File: src/rtl/peak_pkg.sv
// Shared types and constants for the FFT peak-record stream.
// Contents: peak_rec record type, receive FSM state enum, default frame
// size, bin width and fixed-point helpers (32-bit two's complement, 8 frac bits).
package peak_pkg;

    localparam int unsigned NPEAKS_DEF = 4;
    localparam int unsigned BIN_WIDTH  = 10;  // kHz per FFT bin
    localparam int unsigned FP_FRAC    = 8;

    // One peak record; every field is signed fixed point with FP_FRAC fraction bits.
    typedef struct packed {
        logic signed [31:0] freq;
        logic signed [31:0] mag;
        logic signed [31:0] phaseA;
        logic signed [31:0] phaseB;
    } peak_rec;

    typedef enum logic [1:0] {
        RX_IDLE = 2'd0,
        RX_FILL = 2'd1,
        RX_DROP = 2'd2
    } rx_state_e;

    // Index width that stays at least one bit for a single-record frame.
    function automatic int unsigned idx_width(input int unsigned n);
        return (n > 1) ? $clog2(n) : 1;
    endfunction

    function automatic int fp_from_int(input int v);
        return v <<< FP_FRAC;
    endfunction

    function automatic int bin_to_khz_fp(input int bin);
        return fp_from_int(bin * int'(BIN_WIDTH));
    endfunction

endpackage

File: src/rtl/peak_frame_rx_if.sv
// Bus bundle between the peak detector / control logic and peak_frame_rx.
// master: drives sink_* records, rd_en/rd_idx and frame_ack.
// slave : returns rd_valid/rd_* data, frame_ready, frame_cnt and overrun.
interface peak_frame_rx_if #(
    parameter int unsigned NPEAKS    = peak_pkg::NPEAKS_DEF,
    parameter int unsigned CNT_WIDTH = 16
);
    localparam int unsigned IDX_W = peak_pkg::idx_width(NPEAKS);

    logic                 sink_sop;
    logic                 sink_eop;
    logic                 sink_valid;
    logic [31:0]          sink_freq;
    logic [31:0]          sink_mag;
    logic [31:0]          sink_phaseA;
    logic [31:0]          sink_phaseB;

    logic                 rd_en;
    logic [IDX_W-1:0]     rd_idx;
    logic                 rd_valid;
    logic [31:0]          rd_freq;
    logic [31:0]          rd_mag;
    logic [31:0]          rd_phaseA;
    logic [31:0]          rd_phaseB;

    logic                 frame_ready;
    logic                 frame_ack;
    logic [CNT_WIDTH-1:0] frame_cnt;
    logic                 overrun;

    modport master (
        output sink_sop, sink_eop, sink_valid,
        output sink_freq, sink_mag, sink_phaseA, sink_phaseB,
        output rd_en, rd_idx, frame_ack,
        input  rd_valid, rd_freq, rd_mag, rd_phaseA, rd_phaseB,
        input  frame_ready, frame_cnt, overrun
    );

    modport slave (
        input  sink_sop, sink_eop, sink_valid,
        input  sink_freq, sink_mag, sink_phaseA, sink_phaseB,
        input  rd_en, rd_idx, frame_ack,
        output rd_valid, rd_freq, rd_mag, rd_phaseA, rd_phaseB,
        output frame_ready, frame_cnt, overrun
    );

endinterface

File: src/rtl/peak_bank.sv
// NPEAKS-entry peak_rec register file: one write port, one registered read port.
// Ports: clk, rst (async, active-high clear of contents and read data),
//        we_i/waddr_i/wdata_i write port, re_i/raddr_i read request,
//        rdata_o record read in the previous cycle (zero when re_i was low).
module peak_bank
    import peak_pkg::*;
#(
    parameter int unsigned NPEAKS = NPEAKS_DEF,
    parameter int unsigned IDX_W  = idx_width(NPEAKS)
) (
    input  logic             clk,
    input  logic             rst,
    input  logic             we_i,
    input  logic [IDX_W-1:0] waddr_i,
    input  peak_rec          wdata_i,
    input  logic             re_i,
    input  logic [IDX_W-1:0] raddr_i,
    output peak_rec          rdata_o
);

    peak_rec mem_q [NPEAKS];
    peak_rec rdata_q;

    // Read data is forced to zero when not requested so the top can OR banks.
    always_ff @(posedge clk or posedge rst) begin
        if (rst) begin
            for (int i = 0; i < int'(NPEAKS); i++) begin
                mem_q[i] <= '0;
            end
            rdata_q <= '0;
        end else begin
            if (we_i) begin
                mem_q[waddr_i] <= wdata_i;
            end
            rdata_q <= re_i ? mem_q[raddr_i] : '0;
        end
    end

    assign rdata_o = rdata_q;

endmodule

File: src/rtl/peak_frame_rx.sv
// Receiver for framed peak records: checks sop/eop framing, fills a write
// bank and swaps it into the read bank when a full frame of NPEAKS arrives.
// Ports: clk, reset (async, active-high), bus (peak_frame_rx_if.slave),
//        err_cnt (saturating framing-error + overrun count, only when
//        PEAK_RX_ERRCNT_EN is defined).
module peak_frame_rx
    import peak_pkg::*;
#(
    parameter int unsigned NPEAKS    = NPEAKS_DEF,
    parameter int unsigned CNT_WIDTH = 16
) (
    input  logic                 clk,
    input  logic                 reset,
    peak_frame_rx_if.slave       bus
`ifdef PEAK_RX_ERRCNT_EN
    ,
    output logic [CNT_WIDTH-1:0] err_cnt
`endif
);

    localparam int unsigned IDX_W = idx_width(NPEAKS);

    rx_state_e            state_q, state_d;
    logic [IDX_W-1:0]     wr_idx_q, wr_idx_d;
    logic                 bank_sel_q;        // write bank; read bank is the other one
    logic                 frame_ready_q;
    logic [CNT_WIDTH-1:0] frame_cnt_q;
    logic                 overrun_q;
    logic                 rd_valid_q;

    logic                 store_c, last_c, wr_en_c, done_c, swap_c, overrun_c;
    logic [IDX_W-1:0]     beat_idx_c;
    peak_rec              sink_rec_c;
    peak_rec              rdata_c [2];

    // A sop beat always lands at index 0, regardless of state.
    assign store_c    = bus.sink_valid && (bus.sink_sop || (state_q == RX_FILL));
    assign beat_idx_c = bus.sink_sop ? '0 : wr_idx_q;
    assign last_c     = (beat_idx_c == IDX_W'(NPEAKS - 1));
    assign sink_rec_c = '{freq: bus.sink_freq, mag: bus.sink_mag,
                          phaseA: bus.sink_phaseA, phaseB: bus.sink_phaseB};

    // FSM state register
    always_ff @(posedge clk or posedge reset) begin
        if (reset) begin
            state_q  <= RX_IDLE;
            wr_idx_q <= '0;
        end else begin
            state_q  <= state_d;
            wr_idx_q <= wr_idx_d;
        end
    end

    // FSM next state
    always_comb begin
        state_d  = state_q;
        wr_idx_d = wr_idx_q;
        if (store_c) begin
            if (bus.sink_eop) begin
                state_d  = RX_IDLE;
                wr_idx_d = '0;
            end else if (last_c) begin
                state_d  = RX_DROP;
                wr_idx_d = '0;
            end else begin
                state_d  = RX_FILL;
                wr_idx_d = beat_idx_c + IDX_W'(1);
            end
        end else if (bus.sink_valid && (state_q == RX_DROP) && bus.sink_eop) begin
            state_d = RX_IDLE;
        end
    end

`ifdef PEAK_RX_ERRCNT_EN
    logic ferr_c;
`endif

    // FSM outputs
    always_comb begin
        wr_en_c = store_c;
        done_c  = store_c && bus.sink_eop && last_c;
`ifdef PEAK_RX_ERRCNT_EN
        ferr_c  = 1'b0;
        // early eop, missing eop, sop cutting a partial frame, or stray beat in IDLE
        if (store_c && (bus.sink_eop != last_c)) begin
            ferr_c = 1'b1;
        end
        if (bus.sink_valid && bus.sink_sop && (state_q == RX_FILL)) begin
            ferr_c = 1'b1;
        end
        if (bus.sink_valid && !bus.sink_sop && (state_q == RX_IDLE)) begin
            ferr_c = 1'b1;
        end
`endif
    end

    // An ack in the completion cycle frees the read bank just in time for the swap.
    assign swap_c    = done_c && (!frame_ready_q || bus.frame_ack);
    assign overrun_c = done_c && !swap_c;

    // Bank swap, frame status and read response
    always_ff @(posedge clk or posedge reset) begin
        if (reset) begin
            bank_sel_q    <= 1'b0;
            frame_ready_q <= 1'b0;
            frame_cnt_q   <= '0;
            overrun_q     <= 1'b0;
            rd_valid_q    <= 1'b0;
        end else begin
            if (swap_c) begin
                bank_sel_q    <= ~bank_sel_q;
                frame_ready_q <= 1'b1;
                frame_cnt_q   <= frame_cnt_q + CNT_WIDTH'(1);
            end else if (bus.frame_ack) begin
                frame_ready_q <= 1'b0;
            end
            overrun_q  <= overrun_c;
            rd_valid_q <= bus.rd_en && frame_ready_q;
        end
    end

    // Only the read bank is read, and only while it holds a frame.
    for (genvar b = 0; b < 2; b++) begin : g_bank
        peak_bank #(
            .NPEAKS (NPEAKS),
            .IDX_W  (IDX_W)
        ) u_bank (
            .clk     (clk),
            .rst     (reset),
            .we_i    (wr_en_c && (bank_sel_q == 1'(b))),
            .waddr_i (beat_idx_c),
            .wdata_i (sink_rec_c),
            .re_i    (bus.rd_en && frame_ready_q && (bank_sel_q != 1'(b))),
            .raddr_i (bus.rd_idx),
            .rdata_o (rdata_c[b])
        );
    end

    assign bus.rd_valid    = rd_valid_q;
    assign bus.rd_freq     = rdata_c[0].freq   | rdata_c[1].freq;
    assign bus.rd_mag      = rdata_c[0].mag    | rdata_c[1].mag;
    assign bus.rd_phaseA   = rdata_c[0].phaseA | rdata_c[1].phaseA;
    assign bus.rd_phaseB   = rdata_c[0].phaseB | rdata_c[1].phaseB;
    assign bus.frame_ready = frame_ready_q;
    assign bus.frame_cnt   = frame_cnt_q;
    assign bus.overrun     = overrun_q;

`ifdef PEAK_RX_ERRCNT_EN
    logic [CNT_WIDTH-1:0] err_cnt_q;

    // Saturating error count; a framing error and overrun together count once.
    always_ff @(posedge clk or posedge reset) begin
        if (reset) begin
            err_cnt_q <= '0;
        end else if ((ferr_c || overrun_c) && (err_cnt_q != '1)) begin
            err_cnt_q <= err_cnt_q + CNT_WIDTH'(1);
        end
    end

    assign err_cnt = err_cnt_q;
`endif

endmodule
File: src/flat_wrapper.sv
// flat-port wrapper written by rule: the top's interface ports become plain ports
module peak_frame_rx_flat import peak_pkg::*;
#(
    parameter int unsigned NPEAKS    = NPEAKS_DEF,
    parameter int unsigned CNT_WIDTH = 16
)
  (clk, reset, bus_sink_sop, bus_sink_eop, bus_sink_valid, bus_sink_freq, bus_sink_mag, bus_sink_phaseA, bus_sink_phaseB, bus_rd_en, bus_rd_idx, bus_frame_ack, bus_rd_valid, bus_rd_freq, bus_rd_mag, bus_rd_phaseA, bus_rd_phaseB, bus_frame_ready, bus_frame_cnt, bus_overrun);
  peak_frame_rx_if #(.NPEAKS(NPEAKS), .CNT_WIDTH(CNT_WIDTH)) bus_i ();
  input  logic clk;
  input  logic reset;
  input wire logic [$bits(bus_i.sink_sop)-1:0] bus_sink_sop;
  input wire logic [$bits(bus_i.sink_eop)-1:0] bus_sink_eop;
  input wire logic [$bits(bus_i.sink_valid)-1:0] bus_sink_valid;
  input wire logic [$bits(bus_i.sink_freq)-1:0] bus_sink_freq;
  input wire logic [$bits(bus_i.sink_mag)-1:0] bus_sink_mag;
  input wire logic [$bits(bus_i.sink_phaseA)-1:0] bus_sink_phaseA;
  input wire logic [$bits(bus_i.sink_phaseB)-1:0] bus_sink_phaseB;
  input wire logic [$bits(bus_i.rd_en)-1:0] bus_rd_en;
  input wire logic [$bits(bus_i.rd_idx)-1:0] bus_rd_idx;
  input wire logic [$bits(bus_i.frame_ack)-1:0] bus_frame_ack;
  output wire logic [$bits(bus_i.rd_valid)-1:0] bus_rd_valid;
  output wire logic [$bits(bus_i.rd_freq)-1:0] bus_rd_freq;
  output wire logic [$bits(bus_i.rd_mag)-1:0] bus_rd_mag;
  output wire logic [$bits(bus_i.rd_phaseA)-1:0] bus_rd_phaseA;
  output wire logic [$bits(bus_i.rd_phaseB)-1:0] bus_rd_phaseB;
  output wire logic [$bits(bus_i.frame_ready)-1:0] bus_frame_ready;
  output wire logic [$bits(bus_i.frame_cnt)-1:0] bus_frame_cnt;
  output wire logic [$bits(bus_i.overrun)-1:0] bus_overrun;
  assign bus_i.sink_sop = bus_sink_sop;
  assign bus_i.sink_eop = bus_sink_eop;
  assign bus_i.sink_valid = bus_sink_valid;
  assign bus_i.sink_freq = bus_sink_freq;
  assign bus_i.sink_mag = bus_sink_mag;
  assign bus_i.sink_phaseA = bus_sink_phaseA;
  assign bus_i.sink_phaseB = bus_sink_phaseB;
  assign bus_i.rd_en = bus_rd_en;
  assign bus_i.rd_idx = bus_rd_idx;
  assign bus_i.frame_ack = bus_frame_ack;
  assign bus_rd_valid = bus_i.rd_valid;
  assign bus_rd_freq = bus_i.rd_freq;
  assign bus_rd_mag = bus_i.rd_mag;
  assign bus_rd_phaseA = bus_i.rd_phaseA;
  assign bus_rd_phaseB = bus_i.rd_phaseB;
  assign bus_frame_ready = bus_i.frame_ready;
  assign bus_frame_cnt = bus_i.frame_cnt;
  assign bus_overrun = bus_i.overrun;
  peak_frame_rx #(.NPEAKS(NPEAKS), .CNT_WIDTH(CNT_WIDTH)) u_core (.clk(clk), .reset(reset), .bus(bus_i));
endmodule
File: config.mk
export PLATFORM = sky130hd
export DESIGN_NAME = peak_frame_rx_flat
export DESIGN_NICKNAME = d
export VERILOG_FILES = /design/src/rtl/peak_pkg.sv /design/src/rtl/peak_frame_rx_if.sv /design/src/rtl/peak_bank.sv /design/src/rtl/peak_frame_rx.sv /design/src/flat_wrapper.sv
export SDC_FILE = /design/constraint.sdc
export NUM_CORES = 2
export LEC_CHECK = 0
export CORE_MARGIN = 4
export CORE_UTILIZATION = 65
export CTS_BUF_LIST = sky130_fd_sc_hd__clkbuf_8
export CTS_CLUSTER_DIAMETER = 120
export DETAILED_ROUTE_END_ITERATION = 7
export GPL_ROUTABILITY_DRIVEN = 0
export PLACE_DENSITY = 0.85
export REMOVE_ABC_BUFFERS = 1
export SLEW_MARGIN = 25
export SYNTH_ARGS = -nofsm -noshare
export SYNTH_HDL_FRONTEND = slang
export SYNTH_SLANG_ARGS = --single-unit
File: constraint.sdc
create_clock -name clk -period 116.9 [get_ports clk]
set_clock_uncertainty 0.15 [all_clocks]
set_input_delay 11.69 -clock clk [delete_from_list [all_inputs] [get_ports clk]]
set_output_delay 11.69 -clock clk [all_outputs]
set_load 0.005 [all_outputs]
# == Word-level counts from Yosys, hierarchy flattened ==
# Cells that the tools add are included.
# totals
input_bits,137
output_inout_bits,147
register_bits,1304
elab_cells,102
# classes
reduce_logical,19
n_lt_le_gt_ge,3
muxes,21
addsub,2
eq_ne,3
n_bitwise,7
# ops
operator,n
512-bit bitwise mux,2
128-bit two-way mux,7
128-bit binary-select mux with 2-bit select,2
128-bit demux with 2-bit select,1
32-bit OR,4
"16-bit by 1-bit adder with 16-bit output, second input constant",1
2-bit two-way mux,7
1-bit logical AND,13
"3-bit greater-or-equal comparator, second input constant",2
2-bit inverter with 3-bit output,2
"2-bit equality test, second input constant",2
2-bit nonzero test,2
"3-bit by 1-bit < comparator with 1-bit output, second input constant",1
"2-bit by 1-bit adder with 2-bit output, second input constant",1
"2-bit by 1-bit equality test with 1-bit output, second input constant",1
1-bit zero test,2
1-bit logical OR,2
1-bit two-way mux,2
1-bit inverter,1

# == Depth between registers and ports, before layout ==
# depth
ltp_word,8
depth_mapped,9
mapped_depth_nobuf,7

# == Hierarchy ==
# Synthesis repeated with hierarchy kept, for this count alone.
# hier_totals
hier_cells,3541
area_unflattened_um2,53662.7
# modules_own_cells
module,area_each_um2,cells_each,n_inst
peak_bank,25868.6,1656,2
peak_frame_rx,1925.6,229,1

# == Worst setup path after synthesis ==
# OpenSTA, ideal clock, no wires.
# synth_path
kind,input to register
start,input bus_sink_sop
end,"register u_core.frame_cnt_q[14], in the netlist u_core.bus.frame_cnt[14]"
arrival_ns,13.230
required_ns,116.671
stages,8
slack_ns,103.440
setup_ns,0.079
path_cell_list,clkbuf_1 -> nand2b_1 -> inv_1 -> ha_1 -> and3_1 -> o211ai_2 -> nor4_1 -> xor2_1
# synth_between
elab_chain_len,5
word_cells_on_any_way,7
# synth_rtl
item,line_no,rtl
from (decl),flat_wrapper.sv:11,input wire logic [$bits(bus_i.sink_sop)-1:0] bus_sink_sop;
branches (longest 3 deep; another with 2-bit two-way mux),n/a,
1-bit logical AND (*),peak_frame_rx.sv:81,done_c = store_c && bus.sink_eop && last_c;
1-bit logical AND (*),peak_frame_rx.sv:98,assign swap_c = done_c && (!frame_ready_q || bus.frame_ack);
to (signal assigned),peak_frame_rx.sv:113,frame_cnt_q <= frame_cnt_q + CNT_WIDTH'(1);
to (decl),peak_frame_rx.sv:27,logic [CNT_WIDTH-1:0] frame_cnt_q;
# Mark *: on every way between the ends.
# A chain may end at the register's enable or synchronous reset.

==> flow_summary.toml <==
[cells_and_area]
final_cell_area_um2 = 61700
final_util = 0.739
drive_above_1_share = 0.463
syn2layout_area_growth_pct = 12.9
nNetsFinal = 3737
fillers = 4991

[synthesis]
synth_seq_cells = 1304
synthTopCellsByArea = "dfrtp_1 (60%), mux2_2 (21%), mux4_2 (11%)"
synth_top_area_share = 0.597
synth_warnings = 0
syn_inst = 3276
yosys.area.top_type = "dfrtp_1"
yosysMostFrequentCell = "dfrtp_1"
postSynthAreaPerCell_um2 = 16.7
synth-edff-count = 0
yosysSeqAreaShare = 0.597
async_reset_ff_frac = 1.00
synth_commonest_cells = "dfrtp_1 (1304), mux2_2 (1024), mux4_2 (256)"
synthDistinctLibCells = 31
synth_ff_type = "dfrtp_1"
synth_area_um2 = 54600

[clock_network]
clk_latency_ns = 0.86
root_buffer = "clkbuf_8"
cts_buffer_depth = 3
cts_hold_buf = 0
cts_buffers = 204
path_clk_slew_ns = 0.06
cts_tree = "done"
cts_sinks = 1304
cts_resized = 0
htreeDepth = 4
post_cts_buffers = 0

[floorplan]
rows = 106
die_w_um = 298
io_pins = 284
initial_utilization = 0.655
die_h_um = 298
design.core.area_um2 = 83400
die_area_um2 = 88700

[worst_setup_path]
cp_slowest_cell = "buf_4"
crit_path_max_fanout = 147
crit_chain = "clkdlybuf4s50_1, clkinv_8, buf_6, buf_4, buf_4, buf_4"
critPathCaptureType = "async pin"
worstSetupPathType = "in2async"
critPathRequiredTime_ns = 117.60
cpPeakStageDelay_ns = 0.83
critPathArrivalTime_ns = 15.94
cpMostUsedCell = "buf_4"
critPathLaunchType = "input port"

[grt]
grt_pass1_wl_mm = 192
antenna_found_initial = 17
grt_max_degree = 204
track_usage = 0.279
overflow = 0
grt_pass1_vias = 33356

[routing]
drt_drc_violations_left = 0
dr_total_vias = 29674
drtPass1Iterations = 5
wirelength_mm = 120
ant_nets = 0
wl_per_cell_um = 24.9
vias_per_cell = 6.13
first_iter_violations = 1879

[power_and_ir_drop]
ir_drop_mv = 0.0104
p_per_area_nw_per_um2 = 17.8
leakagePower_nw = 30.3
p_total_w = 0.00110

[sta]
final_hold_viol_count = 0
period_share = 0.130
fin_crit_ns = 15.24
slew_violations = 0
tns_ns = 0
relSlewSlack = 0.256
fin_ws_ns = 101.66
tightest_slew_ns = 1.12
rsz0062_at_grt = "false"
setup_violations = 0
fmax_mhz = 65.6

[placed_design]
io_buffers = 283
pre_cts_ws_ns = 100.15
dp_hpwl_mm = 67.1
dpl-instance-area_um2 = 57600

[run_status]
status = "completed"

[flow_run]
maxCapViolations = 0

[hold_path]
worstHoldPathType = "reg2reg"
-- sequential cells by signal, indices dropped and copies added, names as in the netlist --
name / cells
u_core.g_bank.u_bank.mem_q: 1024
u_core.bus.overrun: 1
u_core.g_bank.u_bank.rdata_o: 256
u_core.bank_sel_q: 1
u_core.bus.rd_valid: 1
u_core.bus.frame_cnt: 16
u_core.state_q: 2
u_core.wr_idx_q: 2
u_core.bus.frame_ready: 1
-- worst max-delay path, delay by kind of cell --
family / cells / cell delay [ns]
buf+inv: 6 / 4.09
-- layout make-up --
cell class / count / area, µm² / share of cell area
inverters: 4 / 27.5 / 0.000446
clock inverters: 119 / 622 / 0.0101
diodes: 9 / 22.5 / 0.000365
repair buffers: 328 / 3300 / 0.0535
multi-input cells: 1753 / 20300 / 0.330
flip-flops and latches: 1304 / 32600 / 0.529
well taps: 1080 / 1350 / 0.0219
clock buffers: 245 / 3370 / 0.0547
-- through the flow --
step | instances | hold slack (ns)
after floorplan | 3061 | 0.290
after global placement | 4467 | 0.307
after detailed placement | 4467 | 0.319
after CTS | 4831 | 0.327
after global routing | 4840 | 0.351
final | 4842 | 0.323
-- metal layers --
layer / track usage / share of wire / routed length, µm / vias up
li1: - / - / - / 12599
met5: 0 / 0.00076 / 92 / -
met2: 0.472 / 0.51 / 62000 / 734
met1: 0.370 / 0.41 / 49400 / 16103
met3: 0.0528 / 0.048 / 5830 / 224
met4: 0.0929 / 0.025 / 3020 / 14
-- cells in the final DEF (no fill, tap or decap), types with 3 or more instances in the layout --
master           instances
clkinvlp_4               5
dfrtp_1               1303
nor2b_1                128
ha_1                     5
nor2_1                   3
xnor2_1                 10
nand3b_1                 6
and3_1                 133
clkinv_8                 4
buf_6                    7
diode_2                  9
o21ai_0                  4
inv_6                    4
nand3_1                  5
nand3_4                  4
buf_12                   4
inv_1                   94
nand2b_1                 4
nand2_1                 16
nand4_1                  4
clkdlybuf4s50_1        281
clkbuf_8               245
mux2_2                1024
buf_4                   32
nor3_1                   4
clkinv_2                11
xor2_1                   6
or2_2                  129
mux4_2                 256
-- power breakdown --
group / internal, W / leakage (nW) / switching, W / total (W)
clock network: 0.000194 / 2.38 / 0.000175 / 0.000369
logic: 0.000102 / 10.5 / 0.0000543 / 0.000157
registers: 0.000531 / 17.4 / 0.0000410 / 0.000572
-- path summary, 6_finish.rpt --
kind | startpoint | to | slack [ns] | cells after the start
min reg2reg | u_core.bus.frame_cnt[15]$_DFFE_PP0P_ | u_core.bus.frame_cnt[15]$_DFFE_PP0P_ | 0.32 | 1
max reg2reg | u_core.state_q[0]$_DFFE_PP0P_ | u_core.g_bank[1].u_bank.mem_q[147]$_DFFE_PP0P_ | 112.86 | 6
max in group clk | bus_sink_sop | u_core.g_bank[1].u_bank.mem_q[147]$_DFFE_PP0P_ | 101.86 | 8
min | u_core.bus.frame_cnt[15]$_DFFE_PP0P_ | u_core.bus.frame_cnt[15]$_DFFE_PP0P_ | 0.32 | 1
min in group asynchronous | reset | u_core.g_bank[1].u_bank.mem_q[493]$_DFFE_PP0P_ | 11.24 | 2
max | reset | u_core.g_bank[0].u_bank.mem_q[67]$_DFFE_PP0P_ | 101.66 | 6
-- cell families after synthesis --
kind of cell / Yosys count / synth area share
and+or+nand+nor: 441 / 0.0496
adders and majority gates: 5 / 0.00115
muxes: 1280 / 0.317
DFF: 1304 / 0.597
buffers and inverters: 219 / 0.0311
xor gates and xnor gates: 16 / 0.00257
AOI/OAI and AO/OA: 11 / 0.00137
Power figures use the tool's default switching activity.
